===== src/rtl/multicycle_controller_pkg.sv =====
// Shared types for the multicycle RISC-V controller: FSM states, opcodes,
// ALU control encodings and the per-state control word.
package multicycle_controller_pkg;

  typedef enum logic [3:0] {
    FETCH, DECODE, MEMADR, MEMREAD, MEMWB, MEMWRITE,
    EXECUTER, EXECUTEI, ALUWB, BEQ, JAL
  } state_t;

  localparam logic [6:0] OP_LW  = 7'b0000011;
  localparam logic [6:0] OP_SW  = 7'b0100011;
  localparam logic [6:0] OP_R   = 7'b0110011;
  localparam logic [6:0] OP_I   = 7'b0010011;
  localparam logic [6:0] OP_JAL = 7'b1101111;
  localparam logic [6:0] OP_BEQ = 7'b1100011;

  localparam logic [2:0] ALU_ADD = 3'b000;
  localparam logic [2:0] ALU_SUB = 3'b001;
  localparam logic [2:0] ALU_AND = 3'b010;
  localparam logic [2:0] ALU_OR  = 3'b011;
  localparam logic [2:0] ALU_SLT = 3'b101;

  typedef struct packed {
    logic       pc_update;
    logic       branch;
    logic       adr_src;
    logic       ir_write;
    logic       reg_write;
    logic       mem_write;
    logic [1:0] result_src;
    logic [1:0] alu_src_a;
    logic [1:0] alu_src_b;
    logic [1:0] alu_op;
  } ctrl_t;

  function automatic ctrl_t state_ctrl(state_t s);
    ctrl_t c;
    c = '0;
    case (s)
      FETCH: begin
        c.ir_write = 1'b1; c.pc_update = 1'b1;
        c.alu_src_b = 2'b10; c.result_src = 2'b10;
      end
      DECODE:   begin c.alu_src_a = 2'b01; c.alu_src_b = 2'b01; end
      MEMADR:   begin c.alu_src_a = 2'b10; c.alu_src_b = 2'b01; end
      MEMREAD:  c.adr_src = 1'b1;
      MEMWB:    begin c.result_src = 2'b01; c.reg_write = 1'b1; end
      MEMWRITE: begin c.adr_src = 1'b1; c.mem_write = 1'b1; end
      EXECUTER: begin c.alu_src_a = 2'b10; c.alu_op = 2'b10; end
      EXECUTEI: begin c.alu_src_a = 2'b10; c.alu_src_b = 2'b01; c.alu_op = 2'b10; end
      ALUWB:    c.reg_write = 1'b1;
      BEQ:      begin c.alu_src_a = 2'b10; c.alu_op = 2'b01; c.branch = 1'b1; end
      JAL: begin
        c.alu_src_a = 2'b01; c.alu_src_b = 2'b10; c.pc_update = 1'b1;
      end
      default: c = '0;
    endcase
    return c;
  endfunction

endpackage


===== src/rtl/multicycle_controller_if.sv =====
// Instruction fields and flags in, datapath controls out; the controller
// takes the master side, the datapath the slave side.
interface multicycle_controller_if;
  logic [6:0] op;
  logic [2:0] funct3;
  logic       funct7b5;
  logic       Zero;
  logic       PCWrite;
  logic       AdrSrc;
  logic       MemWrite;
  logic       IRWrite;
  logic       RegWrite;
  logic [1:0] ResultSrc;
  logic [1:0] ALUSrcA;
  logic [1:0] ALUSrcB;
  logic [1:0] ImmSrc;
  logic [2:0] ALUControl;

  modport master (
    input  op, funct3, funct7b5, Zero,
    output PCWrite, AdrSrc, MemWrite, IRWrite, RegWrite,
           ResultSrc, ALUSrcA, ALUSrcB, ImmSrc, ALUControl
  );
  modport slave (
    output op, funct3, funct7b5, Zero,
    input  PCWrite, AdrSrc, MemWrite, IRWrite, RegWrite,
           ResultSrc, ALUSrcA, ALUSrcB, ImmSrc, ALUControl
  );
endinterface


===== src/rtl/multicycle_controller_aludec.sv =====
// ALU operation decoder: ALUOp selects add/sub directly or defers to funct3.
module aludec
  import multicycle_controller_pkg::*;
(
  input  logic       op5,
  input  logic [2:0] funct3,
  input  logic       funct7b5,
  input  logic [1:0] ALUOp,
  output logic [2:0] ALUControl
);

  always_comb begin
    ALUControl = ALU_ADD;
    case (ALUOp)
      2'b00: ALUControl = ALU_ADD;
      2'b01: ALUControl = ALU_SUB;
      2'b10: begin
        case (funct3)
          // sub only for R-type with funct7b5; addi ignores bit 30
          3'b000:  ALUControl = (op5 & funct7b5) ? ALU_SUB : ALU_ADD;
          3'b010:  ALUControl = ALU_SLT;
          3'b110:  ALUControl = ALU_OR;
          3'b111:  ALUControl = ALU_AND;
          default: ALUControl = ALU_ADD;
        endcase
      end
      default: ALUControl = ALU_ADD;
    endcase
  end

endmodule


===== src/rtl/multicycle_controller.sv =====
// Multicycle RISC-V controller: Moore FSM with registered control word,
// combinational PCWrite/ImmSrc/ALUControl.
module multicycle_controller
  import multicycle_controller_pkg::*;
(
  input  logic               clk,
  input  logic               reset,
  multicycle_controller_if.master bus
);

  state_t state;
  state_t state_next;
  ctrl_t  ctrl_q;
  ctrl_t  ctrl;

  always_comb begin
    state_next = FETCH;
    case (state)
      FETCH: state_next = DECODE;
      DECODE: begin
        case (bus.op)
          OP_LW, OP_SW: state_next = MEMADR;
          OP_R:         state_next = EXECUTER;
          OP_I:         state_next = EXECUTEI;
          OP_JAL:       state_next = JAL;
          OP_BEQ:       state_next = BEQ;
          default:      state_next = FETCH;
        endcase
      end
      MEMADR:   state_next = (bus.op == OP_LW) ? MEMREAD : MEMWRITE;
      MEMREAD:  state_next = MEMWB;
      EXECUTER, EXECUTEI, JAL: state_next = ALUWB;
      default:  state_next = FETCH;
    endcase
  end

  // control word is registered alongside the state so outputs are glitch-free
  always_ff @(posedge clk) begin
    if (reset) begin
      state  <= FETCH;
      ctrl_q <= state_ctrl(FETCH);
    end else begin
      state  <= state_next;
      ctrl_q <= state_ctrl(state_next);
    end
  end

  // reset shows FETCH controls immediately, with every write enable held off
  assign ctrl = reset ? state_ctrl(FETCH) : ctrl_q;

  assign bus.PCWrite   = ~reset & (ctrl.pc_update | (ctrl.branch & bus.Zero));
  assign bus.AdrSrc    = ctrl.adr_src;
  assign bus.MemWrite  = ~reset & ctrl.mem_write;
  assign bus.IRWrite   = ~reset & ctrl.ir_write;
  assign bus.RegWrite  = ~reset & ctrl.reg_write;
  assign bus.ResultSrc = ctrl.result_src;
  assign bus.ALUSrcA   = ctrl.alu_src_a;
  assign bus.ALUSrcB   = ctrl.alu_src_b;

  always_comb begin
    case (bus.op)
      OP_SW:   bus.ImmSrc = 2'b01;
      OP_BEQ:  bus.ImmSrc = 2'b10;
      OP_JAL:  bus.ImmSrc = 2'b11;
      default: bus.ImmSrc = 2'b00;
    endcase
  end

  aludec u_aludec (
    .op5        (bus.op[5]),
    .funct3     (bus.funct3),
    .funct7b5   (bus.funct7b5),
    .ALUOp      (ctrl.alu_op),
    .ALUControl (bus.ALUControl)
  );

endmodule


===== src/flat_wrapper.sv =====
// flat-port wrapper written by rule: the top's interface ports become plain ports
module multicycle_controller_flat import multicycle_controller_pkg::*;
  (clk, reset, bus_op, bus_funct3, bus_funct7b5, bus_Zero, bus_PCWrite, bus_AdrSrc, bus_MemWrite, bus_IRWrite, bus_RegWrite, bus_ResultSrc, bus_ALUSrcA, bus_ALUSrcB, bus_ImmSrc, bus_ALUControl);
  multicycle_controller_if bus_i ();
  input  logic clk;
  input  logic reset;
  input wire logic [$bits(bus_i.op)-1:0] bus_op;
  input wire logic [$bits(bus_i.funct3)-1:0] bus_funct3;
  input wire logic [$bits(bus_i.funct7b5)-1:0] bus_funct7b5;
  input wire logic [$bits(bus_i.Zero)-1:0] bus_Zero;
  output wire logic [$bits(bus_i.PCWrite)-1:0] bus_PCWrite;
  output wire logic [$bits(bus_i.AdrSrc)-1:0] bus_AdrSrc;
  output wire logic [$bits(bus_i.MemWrite)-1:0] bus_MemWrite;
  output wire logic [$bits(bus_i.IRWrite)-1:0] bus_IRWrite;
  output wire logic [$bits(bus_i.RegWrite)-1:0] bus_RegWrite;
  output wire logic [$bits(bus_i.ResultSrc)-1:0] bus_ResultSrc;
  output wire logic [$bits(bus_i.ALUSrcA)-1:0] bus_ALUSrcA;
  output wire logic [$bits(bus_i.ALUSrcB)-1:0] bus_ALUSrcB;
  output wire logic [$bits(bus_i.ImmSrc)-1:0] bus_ImmSrc;
  output wire logic [$bits(bus_i.ALUControl)-1:0] bus_ALUControl;
  assign bus_i.op = bus_op;
  assign bus_i.funct3 = bus_funct3;
  assign bus_i.funct7b5 = bus_funct7b5;
  assign bus_i.Zero = bus_Zero;
  assign bus_PCWrite = bus_i.PCWrite;
  assign bus_AdrSrc = bus_i.AdrSrc;
  assign bus_MemWrite = bus_i.MemWrite;
  assign bus_IRWrite = bus_i.IRWrite;
  assign bus_RegWrite = bus_i.RegWrite;
  assign bus_ResultSrc = bus_i.ResultSrc;
  assign bus_ALUSrcA = bus_i.ALUSrcA;
  assign bus_ALUSrcB = bus_i.ALUSrcB;
  assign bus_ImmSrc = bus_i.ImmSrc;
  assign bus_ALUControl = bus_i.ALUControl;
  multicycle_controller u_core (.clk(clk), .reset(reset), .bus(bus_i));
endmodule

===== config.mk =====
export PLATFORM = sky130hd
export DESIGN_NAME = multicycle_controller_flat
export DESIGN_NICKNAME = d
export VERILOG_FILES = /design/src/rtl/multicycle_controller_pkg.sv /design/src/rtl/multicycle_controller_if.sv /design/src/rtl/multicycle_controller_aludec.sv /design/src/rtl/multicycle_controller.sv /design/src/flat_wrapper.sv
export SDC_FILE = /design/constraint.sdc
export NUM_CORES = 1
export LEC_CHECK = 0
export BUFFER_PORTS_ARGS = -buffer_cell sky130_fd_sc_hd__buf_2
export CAP_MARGIN = 10
export CORE_MARGIN = 5
export CORE_UTILIZATION = 37
export CTS_CLUSTER_DIAMETER = 100
export DETAILED_ROUTE_END_ITERATION = 12
export GPL_TIMING_DRIVEN = 0
export PLACE_DENSITY = 0.69
export SYNTH_ARGS = -nofsm -noshare
export SYNTH_HDL_FRONTEND = slang
export SYNTH_SLANG_ARGS = --single-unit

===== constraint.sdc =====
create_clock -name clk -period 2.5 [get_ports clk]
set_input_delay 0.5 -clock clk [delete_from_list [all_inputs] [get_ports clk]]
set_output_delay 0.5 -clock clk [all_outputs]
set_load 0.1 [all_outputs]

==> results of run 1 <==
## cell usage in the layout, fill, tap and decap left out, types with 3 or more instances in the layout
cell      count
a21oi_1       3
buf_2        29
clkbuf_4      3
dfxtp_1      15
inv_1         4
nand2_1       3
nand2b_1      5
nand3_1       3
nor2_1       11
nor2b_2       6
nor3_1        5
or2_2         4
## logic make-up after synthesis
| family | Yosys count |
|---|---|
| adders and majority gates | 2 |
| AOI/OAI and AO/OA | 17 |
| buffers and inverters | 6 |
| and+or+nand+nor | 57 |
| DFF | 15 |
| xor gates and xnor gates | 1 |
| muxes | 2 |
## worst paths after layout
kind | cells past startpoint | end | startpoint | slack [ns]
worst max-delay path | 5 | bus_ALUControl[2] | reset | 0.13
worst min-delay path | 3 | u_core.state[0] | reset | 0.60
worst max register to register | 5 | u_core.ctrl_q[13] | u_core.state[1] | 0.67
worst min register to register | 3 | u_core.ctrl_q[2] | u_core.state[0] | 0.75
## where the power goes
| part | switching, W | leakage (nW) | total (W) | internal [W] |
|---|---|---|---|---|
| logic | 0.0000883 | 0.369 | 0.000126 | 0.0000380 |
| clock network | 0.0000774 | 0.0177 | 0.000137 | 0.0000593 |
| registers | 0.00000421 | 0.122 | 0.000250 | 0.000246 |
| total | 0.000170 | 0.509 | 0.000513 | 0.000343 |
## registers in the layout, summed over array words and instances, names as in the netlist
name,count
u_core.ctrl_q,11
u_core.state,4
## layout make-up
type / count / area, µm² / area share [%]
Buffer: 2 / 7.51 / 0.649
Clock buffer: 3 / 22.5 / 1.95
Clock inverter: 1 / 5.00 / 0.433
Inverter: 4 / 15.0 / 1.30
Multi-Input combinational cell: 79 / 626 / 54.1
Sequential cell: 15 / 300 / 26.0
Tap cell: 28 / 35.0 / 3.03
Timing Repair Buffer: 29 / 145 / 12.6
## cell usage after synthesis, types with 2 or more instances
master / instances
dfxtp_1: 15
nor2_1: 12
nor2b_1: 8
nor3_1: 7
nand2b_1: 5
inv_1: 4
or2_2: 4
a21oi_1: 3
nand2_1: 3
nand3_1: 3
nor3b_1: 3
a31oi_1: 2
clkbuf_1: 2
ha_1: 2
## worst reg2reg max path, cell delays in order, from the launching register on
cell	delay, ns
dfxtp_1	0.41
nor4b_4	0.37
nor3b_4	0.30
o21ba_4	0.21
and2_4	0.16
a211o_1	0.27
## stage by stage
stage	hold slack, ns	utilization [%]	area, µm²	total power [W]
floorplan	0.633	-	948	0.000350
finish	0.601	51.8	1160	0.000513
global placement	0.726	50.5	1130	0.000380
detailed placement	0.733	50.5	1130	0.000383
CTS	0.609	51.8	1160	0.000519
global route	0.640	51.8	1160	0.000537
## routing by layer
metal,vias up,routed length (µm),part of all wire [%]
met5,-,0,0
met4,0,21,1.1
met3,5,122,6.2
met2,23,983,50
met1,371,840,43
li1,419,-,-
==> metrics.txt, run 1 <==
wire length per cell around 12 µm; # Post-CTS Setup Buffers 0; via density per instance a little over 5; Slowest-stage cell, CP buf_2; CP max FO 7; M2 GR Usage a little over a fifth; WL final 1970 µm; hold buffer count at cts 0; first-iteration detailed-routing DRC count 16; max_slew headroom between 60 and 70%; Final Worst Setup Slack roughly 0.13 ns; DRT Pass-1 Iters 4; GR Layer Usage met3 under 10%; WP data arrival 1.87 ns; Starting Density between 30% and 40%; setup TNS 0 ns; final hold vios 0; worst-margin pin slew ~0.55 ns; Root Driver clkbuf_4; DRC violations left 0; P_leak 0.509 nW; dpl ws around 0.12 ns; Ys Warns 0; net count after synthesis between 100 and 150; final worst-path cycle share between 90% and 100%; number of fillers in the final layout about 220; FMAX 0.422 GHz; Total GRT Usage about an eighth; crit path kind in2out; Adder-Cell Fraction of Synth Area 2.85%; core region area about 2200 µm²; Max-cap violations 0; Distinct cells, synth between 40 and 50; Final Skew slightly below 0.007 ns; Post-Synth XOR/XNOR Area less than 1%; GP Congestion between 0.7 and 0.8; ANT nets after route 0; Buf/Inv on CP 2; clock-pin slew on the worst setup and hold paths about 0.090 ns; post-synthesis sequential area ratio 34.2%; Yosys reg bits 15; crit start category primary input; status finished clean; most used cell, CP buf_2; layout cell share with drive strength beyond 1 44.4%; Die Y slightly below 60 µm; placed cell count approximately 160; CP endpoint kind output pin; Async SR Flop Fraction 0%; hpwl dp approximately 1600 µm; CTS H-tree lvls 1; fin crit period 2.37 ns; layer with the highest usage met2; # IOs 30; initial antenna violation count 0; Resized cells post-CTS 0; n_diodes 0; slowest cell delay on critical path between 0.4 and 0.5 ns; Synth Area in Compound Gates between 10% and 20%; VDD IR max between 0.4 and 0.5 mV; CTS Sinks 15; Area contributors post-synth dfxtp_1 (34%), nor2b_1 (5.7%), nor2_1 (5.1%), nor3_1 (4.0%), nand2b_1 (3.6%); RSZ-0062 raised after global routing false; overall via count from detail_route between 800 and 900; Nets 150; largest net degree at the start of global routing 11; Std-Cell Rows 17; Hold Crit Class in2reg; GR Overflow Total 0; final cell count without fillers approximately 160; number of synthesized flops with an enable pin 0; Die ar. around 3400 µm²; Mapped Avg Cell Area 8.77 µm²; GR Util met1 roughly 15%; worst-skew pair later-pin latency roughly 0.28 ns; Top FF cell, synth dfxtp_1; first-pass GRT wire length between 3000 and 4000 µm; max-slew violation count 0; area grow syn2layout 31.8%; count of final setup violators 0; port bufs 29; Synth top area share between 30% and 40%; WP data required roughly 2.0 ns; largest buffer count on any clock path 2; crit path cell chain buf_2 -> nand2b_1 -> ha_1 -> nor4_4 -> buf_2; simple-gate portion of the synthesized area about two fifths; Mapped Area about 900 µm²; clock buffer count from CTS 3; Die W 58.7 µm; vias in the first global route roughly 780; Cells after Synth 100; Top Family by Delay on Critical Path buffers and inverters; largest family of logic cells by synthesized area simple AND/OR/NAND/NOR gates; CTS tree yes; largest area contributor in the netlist dfxtp_1; post-synthesis mux area share roughly 2.4%; Cell Pwr Density around 440 nW/µm²
Power figures use the tool's default switching activity.
==> inputs of run 2 (changes only) <==
--- a/config.mk
+++ b/config.mk
@@ -12,7 +12,8 @@
 export CTS_CLUSTER_DIAMETER = 100
 export DETAILED_ROUTE_END_ITERATION = 12
 export GPL_TIMING_DRIVEN = 0
-export PLACE_DENSITY = 0.69
+export PLACE_DENSITY = 0.68
 export SYNTH_ARGS = -nofsm -noshare
 export SYNTH_HDL_FRONTEND = slang
+export SYNTH_HIERARCHICAL = 1
 export SYNTH_SLANG_ARGS = --single-unit
==> metrics.txt, run 2 <==
status finished clean; worst-margin pin slew approximately 0.48 ns; vias in the first global route roughly 780; FMAX between 0.4 and 0.5 GHz; layout cell share with drive strength beyond 1 a little under two fifths; Mapped Avg Cell Area a little under 9 µm²; most frequent cell after synthesis dfxtp_1; # Post-CTS Setup Buffers 0; core region area 2520 µm²; crit start category primary input; hpwl dp roughly 1600 µm; final worst-path cycle share between 90% and 100%; max_slew headroom around two thirds; port bufs 29; Cell Pwr Density 437 nW/µm²; number of synthesized flops with an enable pin 0; WP data required 2.00 ns; met2 WL a little under 1000 µm; CTS Sinks 17; CP max FO 10; CTS H-tree lvls 1; fin crit period approximately 2.4 ns; Synth top area share 34.5%; Max-cap violations 0; Cells after Synth about 110; first-iteration detailed-routing DRC count 11; clock-pin slew on the worst setup and hold paths about 0.090 ns; Die Y 61.6 µm; Area contributors post-synth dfxtp_1 (35%), nor2b_1 (9.5%), buf_4 (4.6%), nand2b_1 (3.8%), nor2_1 (3.8%); VDD IR max 0.321 mV; Total GRT Usage 11.4%; first-pass GRT wire length between 3000 and 4000 µm; Top FF cell, synth dfxtp_1; net count after synthesis between 100 and 150; Hold Crit Class in2reg; uppermost layer routed met4; initial antenna violation count 0; wire length per cell ~11 µm; largest buffer count on any clock path 2; final instance area approximately 1300 µm²; count of final setup violators 0; top cells by count, synth dfxtp_1 (17), nor2b_1 (15), nor2_1 (10); max reg flops 13; ANT nets after route 0; Final Skew roughly 0.0041 ns; WHS approximately 0.44 ns; worst-skew pair later-pin latency approximately 0.29 ns; commonest cells after routing, fill and taps aside buf_2 (26), dfxtp_1 (17), nor2b_1 (15); dpl ws -0.0904 ns; Die ar. between 3000 and 4000 µm²; CTS tree yes; crit path kind in2out; n_diodes 0; Die W between 60 and 70 µm; Final Worst Setup Slack 0.100 ns; Routed met1 length roughly 800 µm; WL final 1970 µm; Async SR Flop Fraction 0%; Distinct cells, synth 35; largest net degree at the start of global routing 11; DP Area approximately 1200 µm²; most common cell after layout, fill and taps aside buf_2; P_leak between 0.5 and 0.6 nW; Starting Density around 39%; DRC violations left 0; Top reg by flops u_core/ctrl_q; Mapped Area 986 µm²; GP Congestion just under 0.9; max-slew violation count 0; # IOs 30; Std-Cell Rows 18; CP endpoint kind output pin; biggest regs u_core/ctrl_q: 13 flops, u_core/state: 4 flops; via density per instance around 5.0; GR Overflow Total 0; Nets roughly 160; area grow syn2layout 27.7%; Ys Warns 6; placed cell count 170; met3 WL about 130 µm; hold buffer count at cts 0; WP data arrival 1.90 ns; clock buffer count from CTS 3; final cell count without fillers ~170; RSZ-0062 raised after global routing false; DRT Pass-1 Iters 4; Yosys reg bits 17; largest area contributor in the netlist dfxtp_1; Root Driver clkbuf_4; post-synthesis sequential area ratio 34.5%; final hold vios 0; overall via count from detail_route 876
==> run 2: routing by layer <==
layer  GRT usage, %  up-vias
li1               -      449
met1           12.4      399
met2           19.4       22
met3           4.40        6
met4           5.45        0
met5              0        -
==> run 2: cells by family (layout without fill, tap and decap cells) <==
kind of cell             after synthesis  in the layout  synth area share (%)
AND/OR/NAND/NOR                       57             57                  37.3
AO/OA/AOI/OAI                         20             20                  17.1
flip-flops                            17             17                  34.5
buffers and inverters                 14             47                  7.61
adder cells (fa/ha/maj)                2              2                  2.54
XOR/XNOR                               1              1                 0.888
==> run 2: worst paths after layout <==
kind | slack, ns | end | cells past startpoint | from
worst max register to register | 0.69 | u_core/ctrl_q[2] | 7 | u_core/state[0]
worst min register to register | 0.71 | u_core/ctrl_q[4] | 3 | u_core/state[2]
worst min-delay path | 0.44 | u_core/state[3] | 2 | reset
worst max-delay path | 0.10 | bus_ALUControl[2] | 7 | reset
==> run 2: repair_timing <==
action                     in CTS  in global routing
gates resized for setup         3                  3
setup endpoints to repair       3                  3
pin swaps                       0                  0
==> run 2: where the power goes <==
part | total [W] | internal [W] | switching, W | leakage (nW)
Clock | 0.000140 | 0.0000595 | 0.0000802 | 0.0177
Sequential | 0.000281 | 0.000279 | 0.00000185 | 0.139
Combinational | 0.000130 | 0.0000401 | 0.0000896 | 0.402
==> run 2: through the flow <==
stage          TNS, ns  power (W)  utilization [%]
3_3_place_gp   -0.0972   0.000416             48.1
6_report             0   0.000550             49.9
2_1_floorplan   -0.285   0.000387                -
4_1_cts              0   0.000556             49.5
5_1_grt              0   0.000582             49.9
3_5_place_dp    -0.236   0.000417             48.1
==> run 2: worst max-delay path, stage by stage <==
cell      delay [ns]
buf_2           0.13
clkbuf_2        0.18
nor2b_1         0.20
inv_1           0.10
ha_4            0.27
nor4b_4         0.26
buf_6           0.26
==> run 2: layout make-up <==
| class | count | area, µm² |
|---|---|---|
| fillers | 248 | 1260 |
| well taps | 30 | 37.5 |
| plain buffers | 9 | 57.6 |
| inverters | 5 | 18.8 |
| repair buffers | 29 | 164 |
| clock buffers | 3 | 22.5 |
| clock inverters | 1 | 5.00 |
| flip-flops and latches | 17 | 340 |
| multi-input cells | 80 | 613 |
